File: src/rtl/id_ex_stage.sv
// id_ex_stage
// Instruction-decode stage of the 64-bit RISC-V pipeline. Decodes the IF/ID
// instruction, reads the 32 x XLEN register file (with write-back bypass),
// generates the sign-extended immediate, detects load-use hazards against the
// ID/EX register, and registers everything into the ID/EX boundary.
//
// Ports
//   clk, reset         rising-edge clock, synchronous active-low reset
//   instruction_in     instruction from IF/ID
//   inst_addr_in       instruction address from IF/ID
//   wb_reg_write/wb_rd/wb_data   register-file write-back port
//   flush              branch-taken squash from EX (beats hazard)
//   pc_write, if_id_write        upstream enables, 0 while stalling
//   inst_addr_out .. alu_op      registered ID/EX fields
//   stall_count        saturating count of stalled cycles
module id_ex_stage #(
    parameter int XLEN        = 64,
    parameter int STALL_CNT_W = 16
) (
    input  logic                   clk,
    input  logic                   reset,
    input  logic [31:0]            instruction_in,
    input  logic [XLEN-1:0]        inst_addr_in,
    input  logic                   wb_reg_write,
    input  logic [4:0]             wb_rd,
    input  logic [XLEN-1:0]        wb_data,
    input  logic                   flush,
    output logic                   pc_write,
    output logic                   if_id_write,
    output logic [XLEN-1:0]        inst_addr_out,
    output logic [XLEN-1:0]        read_data1,
    output logic [XLEN-1:0]        read_data2,
    output logic [XLEN-1:0]        imm_out,
    output logic [4:0]             rs1_out,
    output logic [4:0]             rs2_out,
    output logic [4:0]             rd_out,
    output logic [3:0]             funct4_out,
    output logic                   reg_write,
    output logic                   mem_read,
    output logic                   mem_write,
    output logic                   mem_to_reg,
    output logic                   alu_src,
    output logic                   branch,
    output logic [1:0]             alu_op,
    output logic [STALL_CNT_W-1:0] stall_count
);

    localparam logic [6:0] OP_R      = 7'b0110011;
    localparam logic [6:0] OP_I_ALU  = 7'b0010011;
    localparam logic [6:0] OP_LOAD   = 7'b0000011;
    localparam logic [6:0] OP_STORE  = 7'b0100011;
    localparam logic [6:0] OP_BRANCH = 7'b1100011;

    logic [6:0]      opcode;
    logic [4:0]      rs1;
    logic [4:0]      rs2;
    logic [4:0]      rd;

    assign opcode = instruction_in[6:0];
    assign rs1    = instruction_in[19:15];
    assign rs2    = instruction_in[24:20];
    assign rd     = instruction_in[11:7];

    // Decoded control
    logic            c_reg_write;
    logic            c_mem_read;
    logic            c_mem_write;
    logic            c_mem_to_reg;
    logic            c_alu_src;
    logic            c_branch;
    logic [1:0]      c_alu_op;
    logic [XLEN-1:0] imm;

    always_comb begin
        c_reg_write  = 1'b0;
        c_mem_read   = 1'b0;
        c_mem_write  = 1'b0;
        c_mem_to_reg = 1'b0;
        c_alu_src    = 1'b0;
        c_branch     = 1'b0;
        c_alu_op     = 2'b00;
        imm          = '0;
        case (opcode)
            OP_R: begin
                c_reg_write = 1'b1;
                c_alu_op    = 2'b10;
            end
            OP_I_ALU: begin
                c_reg_write = 1'b1;
                c_alu_src   = 1'b1;
                c_alu_op    = 2'b11;
                imm         = {{(XLEN-12){instruction_in[31]}}, instruction_in[31:20]};
            end
            OP_LOAD: begin
                c_reg_write  = 1'b1;
                c_mem_read   = 1'b1;
                c_mem_to_reg = 1'b1;
                c_alu_src    = 1'b1;
                imm          = {{(XLEN-12){instruction_in[31]}}, instruction_in[31:20]};
            end
            OP_STORE: begin
                c_mem_write = 1'b1;
                c_alu_src   = 1'b1;
                imm         = {{(XLEN-12){instruction_in[31]}},
                               instruction_in[31:25], instruction_in[11:7]};
            end
            OP_BRANCH: begin
                c_branch = 1'b1;
                c_alu_op = 2'b01;
                imm      = {{(XLEN-13){instruction_in[31]}}, instruction_in[31],
                            instruction_in[7], instruction_in[30:25],
                            instruction_in[11:8], 1'b0};
            end
            default: ;
        endcase
    end

    // Register file
    logic [XLEN-1:0] regs [32];
    logic            wb_en;
    logic [XLEN-1:0] rf_rd1;
    logic [XLEN-1:0] rf_rd2;

    assign wb_en = wb_reg_write && (wb_rd != 5'd0);

    always_ff @(posedge clk) begin
        if (!reset) begin
            for (int i = 0; i < 32; i++) begin
                regs[i] <= '0;
            end
        end else if (wb_en) begin
            regs[wb_rd] <= wb_data;
        end
    end

    // Write-back data is forwarded so ID sees a value written this same cycle.
    always_comb begin
        rf_rd1 = '0;
        rf_rd2 = '0;
        if (rs1 != 5'd0) begin
            rf_rd1 = (wb_en && (wb_rd == rs1)) ? wb_data : regs[rs1];
        end
        if (rs2 != 5'd0) begin
            rf_rd2 = (wb_en && (wb_rd == rs2)) ? wb_data : regs[rs2];
        end
    end

    // Load-use hazard against the instruction currently in ID/EX
    logic hazard;
    logic stall;
    logic bubble;

    assign hazard      = mem_read && (rd_out != 5'd0) &&
                         ((rd_out == rs1) || (rd_out == rs2));
    assign stall       = hazard && !flush;
    assign bubble      = hazard || flush;
    assign pc_write    = !stall;
    assign if_id_write = !stall;

    // ID/EX register
    always_ff @(posedge clk) begin
        if (!reset) begin
            inst_addr_out <= '0;
            read_data1    <= '0;
            read_data2    <= '0;
            imm_out       <= '0;
            rs1_out       <= '0;
            rs2_out       <= '0;
            rd_out        <= '0;
            funct4_out    <= '0;
            reg_write     <= 1'b0;
            mem_read      <= 1'b0;
            mem_write     <= 1'b0;
            mem_to_reg    <= 1'b0;
            alu_src       <= 1'b0;
            branch        <= 1'b0;
            alu_op        <= 2'b00;
        end else begin
            inst_addr_out <= inst_addr_in;
            read_data1    <= rf_rd1;
            read_data2    <= rf_rd2;
            imm_out       <= imm;
            rs1_out       <= rs1;
            rs2_out       <= rs2;
            rd_out        <= rd;
            funct4_out    <= {instruction_in[30], instruction_in[14:12]};
            reg_write     <= bubble ? 1'b0  : c_reg_write;
            mem_read      <= bubble ? 1'b0  : c_mem_read;
            mem_write     <= bubble ? 1'b0  : c_mem_write;
            mem_to_reg    <= bubble ? 1'b0  : c_mem_to_reg;
            alu_src       <= bubble ? 1'b0  : c_alu_src;
            branch        <= bubble ? 1'b0  : c_branch;
            alu_op        <= bubble ? 2'b00 : c_alu_op;
        end
    end

    // Stall performance counter, saturating
    always_ff @(posedge clk) begin
        if (!reset) begin
            stall_count <= '0;
        end else if (stall && (stall_count != {STALL_CNT_W{1'b1}})) begin
            stall_count <= stall_count + 1'b1;
        end
    end

endmodule

File: config.mk
export PLATFORM = sky130hd
export DESIGN_NAME = id_ex_stage
export DESIGN_NICKNAME = d
export VERILOG_FILES = /design/src/rtl/id_ex_stage.sv
export SDC_FILE = /design/constraint.sdc
export NUM_CORES = 2
export LEC_CHECK = 0
export ABC_CLOCK_PERIOD_IN_PS = 8500
export CAP_MARGIN = 20
export CORE_MARGIN = 4
export CORE_UTILIZATION = 45
export DETAILED_ROUTE_END_ITERATION = 16
export DONT_BUFFER_PORTS = 1
export PLACE_DENSITY_LB_ADDON = 0.2
export SYNTH_ARGS = -nofsm -noshare
export SYNTH_HDL_FRONTEND = slang
export SYNTH_SLANG_ARGS = --single-unit
File: constraint.sdc
create_clock -name clk -period 8.5 [get_ports clk]
set_input_delay 1.7 -clock clk [delete_from_list [all_inputs] [get_ports clk]]
set_output_delay 1.7 -clock clk [all_outputs]
set_load 0.1 [all_outputs]
# --- Yosys cells after proc, flatten, opt, wreduce, memory -nomap -nowiden ---
# Memories as Yosys holds them, arrays and structs flattened. A register that Yosys moved wholly into a read port is not among the register bits.
# Cells that the tools add are included.
totals:
  regBits: 170
  ramBits: 2048
  inputBits: 169
  out_inout_bits: 301
  word_cells: 60
  memories: 1
mem_list:
  columns: ["memory", "depth", "word_bits", "rd", "rd_ports_with_merged_regs", "wr", "line", "text"]
  rows:
  - ["regs", 32, 64, 2, 2, 32, "119", "logic [XLEN-1:0] regs [32];"]
op_classes:
  n_addsub: 1
  n_eq_ne: 8
  muxes: 14
  bitwise: 1
  reduce_logical: 22
ops:
  columns: ["operator", "count"]
  rows:
  - ["case mux 64 bit (3 select lines)", 1]
  - ["two-way mux 64 bit", 1]
  - ["OR reduction 64 bit", 1]
  - ["nonzero test 5 bit", 4]
  - ["adder 16 x 1 -> 16 bit (second input constant)", 1]
  - ["!= test 16 bit (second input constant)", 1]
  - ["equality test 7 x 6 -> 1 bit (second input constant)", 2]
  - ["equality test 5 bit", 2]
  - ["two-way mux 1 bit", 10]
  - ["equality test 7 x 2 -> 1 bit (second input constant)", 1]
  - ["equality test 7 x 5 -> 1 bit (second input constant)", 1]
  - ["equality test 7 bit (second input constant)", 1]
  - ["case mux 2 bit (3 select lines)", 1]
  - ["OR reduction 3 bit", 2]
  - ["logical AND 1 bit", 5]
  - ["two-way mux 5 bit", 1]
  - ["logical NOT 1 bit", 4]
  - ["AND reduction 2 bit", 2]
  - ["OR reduction 2 bit", 2]
  - ["logical OR 1 bit", 2]
  - ["NOT 1 bit", 1]

# --- Logic depth before layout (Yosys ltp) ---
depth:
  ltp_word: 7
  depth_mapped: 11

# --- Least setup slack after synthesis ---
# Ideal clock, no wire load.
synth_timing:
  path_kind: "input to register"
  startpoint: "input wb_rd[3]"
  endpoint: "memory regs[8][0], enable pin"
  setup_time_ns: 0.574
  t_arrival_ns: 7.102
  slack_ns: 0.824
  cell_stages: 4
  path_buffers: 2
  cell_sequence: "clkbuf_1 > or3b_2 > clkbuf_1 > o21ai_0"
synth_lines:
  columns: ["element", "line", "text"]
  rows:
  - ["from (decl)", "25", "input logic [4:0] wb_rd,"]
  - ["to (decl)", "119", null]

# --- Final worst setup path ---
layout_timing:
  startpoint: "input instruction_in[15]"
  endpoint: "output pc_write"
layout_via:
  elab_chain_cells: 5
layout_lines:
  columns: ["element", "line", "text"]
  rows:
  - ["from (decl)", "22", "input logic [31:0] instruction_in,"]
  - ["equality test 5 bit", "154", "((rd_out == rs1) || (rd_out == rs2));"]
  - ["logical OR 1 bit", "154", null]
  - ["logical AND 1 bit", "153", "assign hazard = mem_read && (rd_out != 5'd0) &&"]
  - ["logical AND 1 bit", "155", "assign stall = hazard && !flush;"]
  - ["logical NOT 1 bit", null, null]
  - ["to (decl)", "28", "output logic pc_write,"]
# No other way between the ends.

==> metrics.csv <==
metric,value,unit
yosysTopAreaCell,edfxtp_1,
tightest_slew,1510,ps
cts.sinks,2295,
fp.dieW,515,µm
path_class,primary input to output port,
yosys-top-cells-area,"edfxtp_1, mux4_2, and2_1",
p_leak,43.9,nW
largest-register,regs,
layout-drive-gt1-share,22.2,%
grt_usage,30.1,%
drt-initial-drc-count,10100,
cpMaxStageDelayCell,or3_4,
rr_worst_depth,6,
rsz0062_at_grt,no,
regArea,0.0664,mm²
fin_nets,7453,
floorplan.rows,185,
holdPathStages,2,
grt_pass1_vias,72700,
report.final.slew_viol_count,12,
gp_congestion,0.798,
setup_tns,0,ps
final_area,0.128,mm²
critPathMaxStageDelay,790,ps
clock_path_buffers,4,
multiInputGateArea,0.0462,mm²
htreeDepth,5,
antenna_found_initial,42,
largest_reg_flops,2048,
synth_edf_count,2048,
area_growth,10.1,%
violations,max-slew violations,
first_pass_iters,8,
cp-start-kind,primary input,
cts_setup_buffers,0,
p_total,27.6,mW
fillCellCount,21100,
cts_tree,yes,
insertion_delay,870,ps
drtAntennaViolNets,0,
synthCells,7606,
place_area,0.119,mm²
drt_wl_total,405000,µm
ys_seq_area_share,57.4,%
ys_types,51,
avgSynthCellArea,15.2,µm²
root_buffer,clkbuf_16,
async_reset_ff_share,0,%
route.detailed.drc,0,
hold_viol_final,0,
required,6800,ps
dieArea,0.266,mm²
cp_cell_sequence,"buf_16, buf_16, xor2_1, nor3_1, a22oi_1, or3_4",
ys_ff_latch,2295,
gr-total-overflow,0,
via_per_inst,6.56,
yosysTopAreaCellShare,53.1,%
crit_top_cell,buf_16,
max-cap-violations,0,
clkSlewWorstSetupHoldPaths,50,ps
vdd_drop_max,0.000186,V
fin_crit,6470,ps
cts_buffers,270,
worst-path-max-fanout,130,
max_freq,0.155,GHz
dpl_worst_slack,3130,ps
num_io_pins,470,
hold_slack,518,ps
grt_pass1_wl,564000,µm
wire_per_inst,37.2,µm
die_h,515,µm
grt_max_degree,637,
holdBufCountCts,0,
hp-class,flip-flop to flip-flop,
synthFlopType,edfxtp_1,
skew,54.5,ps
fin_crit_sh,76.1,%
critPathArrivalTime,4770,ps
p_per_area,217,mW/mm²
start_util,45.4,%
dp_hpwl,208000,µm
vias,71400,
cp-end-kind,output port,
ys.warnings.count,0,
io_buffers,0,
coreArea,0.255,mm²
synth_area,0.116,mm²
layout_setup_ws,2030,ps
status,"complete, but fails checks",
cts_resized,0,
setup_viol,0,
slew_headroom,-0.648,%
area by class of cell:
type                    count  area share [%]
repair buffers            190            1.53
multi-input cells        4455            36.2
clock inverters           103           0.713
inverters                  71           0.213
diodes                     27          0.0530
clock buffers             376            5.88
well taps                3366            3.30
flip-flops and latches   2295            52.1
layer usage:
layer / wire [µm] / track usage, %
met4: 21000 / 14.3
met5: 0 / 0
met3: 43600 / 6.50
met1: 147000 / 38.5
met2: 194000 / 49.3
power breakdown:
group,internal (mW),total (mW),leakage (nW),switching (mW)
Clock,6.55,11.3,4.11,4.72
Sequential,12.9,13.9,21.5,0.924
Combinational,1.18,2.51,18.2,1.33
placed cells by master, fill, tap and decap left out, types with 27 or more instances in the layout:
cell,synthesis,routed
inv_1,71,70
diode_2,0,27
clkbuf_16,0,277
nor2_4,0,33
clkinv_2,0,27
clkinv_1,0,43
edfxtp_1,2048,2048
and2_1,2073,2072
mux4_2,1034,1034
clkbuf_1,611,79
a21oi_1,88,88
mux2i_1,285,285
a22oi_1,174,174
a32oi_1,30,30
o21ai_0,141,111
conb_1,1,64
a222oi_1,63,63
buf_4,72,153
a221oi_1,77,77
dfxtp_1,247,245
nand2_1,194,194
o21ai_4,0,30
cells in the mapped netlist (3+ instances only):
library cell  count
mux4_2         1034
o211ai_1         16
edfxtp_1       2048
a21oi_1          88
inv_1            71
or4_1             8
o31ai_1           8
nand4_1          18
a222oi_1         63
nand2b_1         10
nand2_1         194
a31oi_1          15
a221oi_1         77
a22oi_1         174
buf_1            38
buf_2            96
clkbuf_1        611
or3_1             3
nor2b_1          21
nor3_1           10
a32oi_1          30
nor4_1            6
mux2i_1         285
and2_1         2073
buf_6            30
a221o_1           3
nor2_1           56
o21ai_0         141
xor2_1           15
buf_4            72
nand3b_1          5
xnor2_1           6
nand3_1          11
and3_1            3
dfxtp_1         247
worst paths after layout:
check / startpoint / end / slack [ps]
hold / removal: stall_count[7] / stall_count[7] / 520
setup reg to reg: rd_out[3] / stall_count[5] / 5380
setup / recovery: instruction_in[15] / pc_write / 2030
hold reg to reg: stall_count[7] / stall_count[7] / 520
worst max-delay path, delay by kind of cell:
| family | cells | cell delay, ps |
|---|---|---|
| simple gates | 2 | 870 |
| compound gates | 1 | 560 |
| xor+xnor | 1 | 250 |
| buf+inv | 2 | 1200 |
metrics by stage:
stage	cells	util [%]
after floorplan	7669	-
after global placement	10400	46.5
after detailed placement	10400	46.6
after CTS	10800	49.9
after global routing	10900	50.0
final	10900	50.0
cell families after synthesis:
kind of cell    count (synthesis)  synth area share [%]
flops                        2295                  57.4
fa+ha+maj                       1                0.0108
buf+inv                       919                  3.51
xor+xnor                       21                 0.159
other cells                     1               0.00324
compound gates                622                  3.80
mux                          1320                  22.6
simple gates                 2427                  12.6
Note: power is estimated with default switching activity, not from simulation.
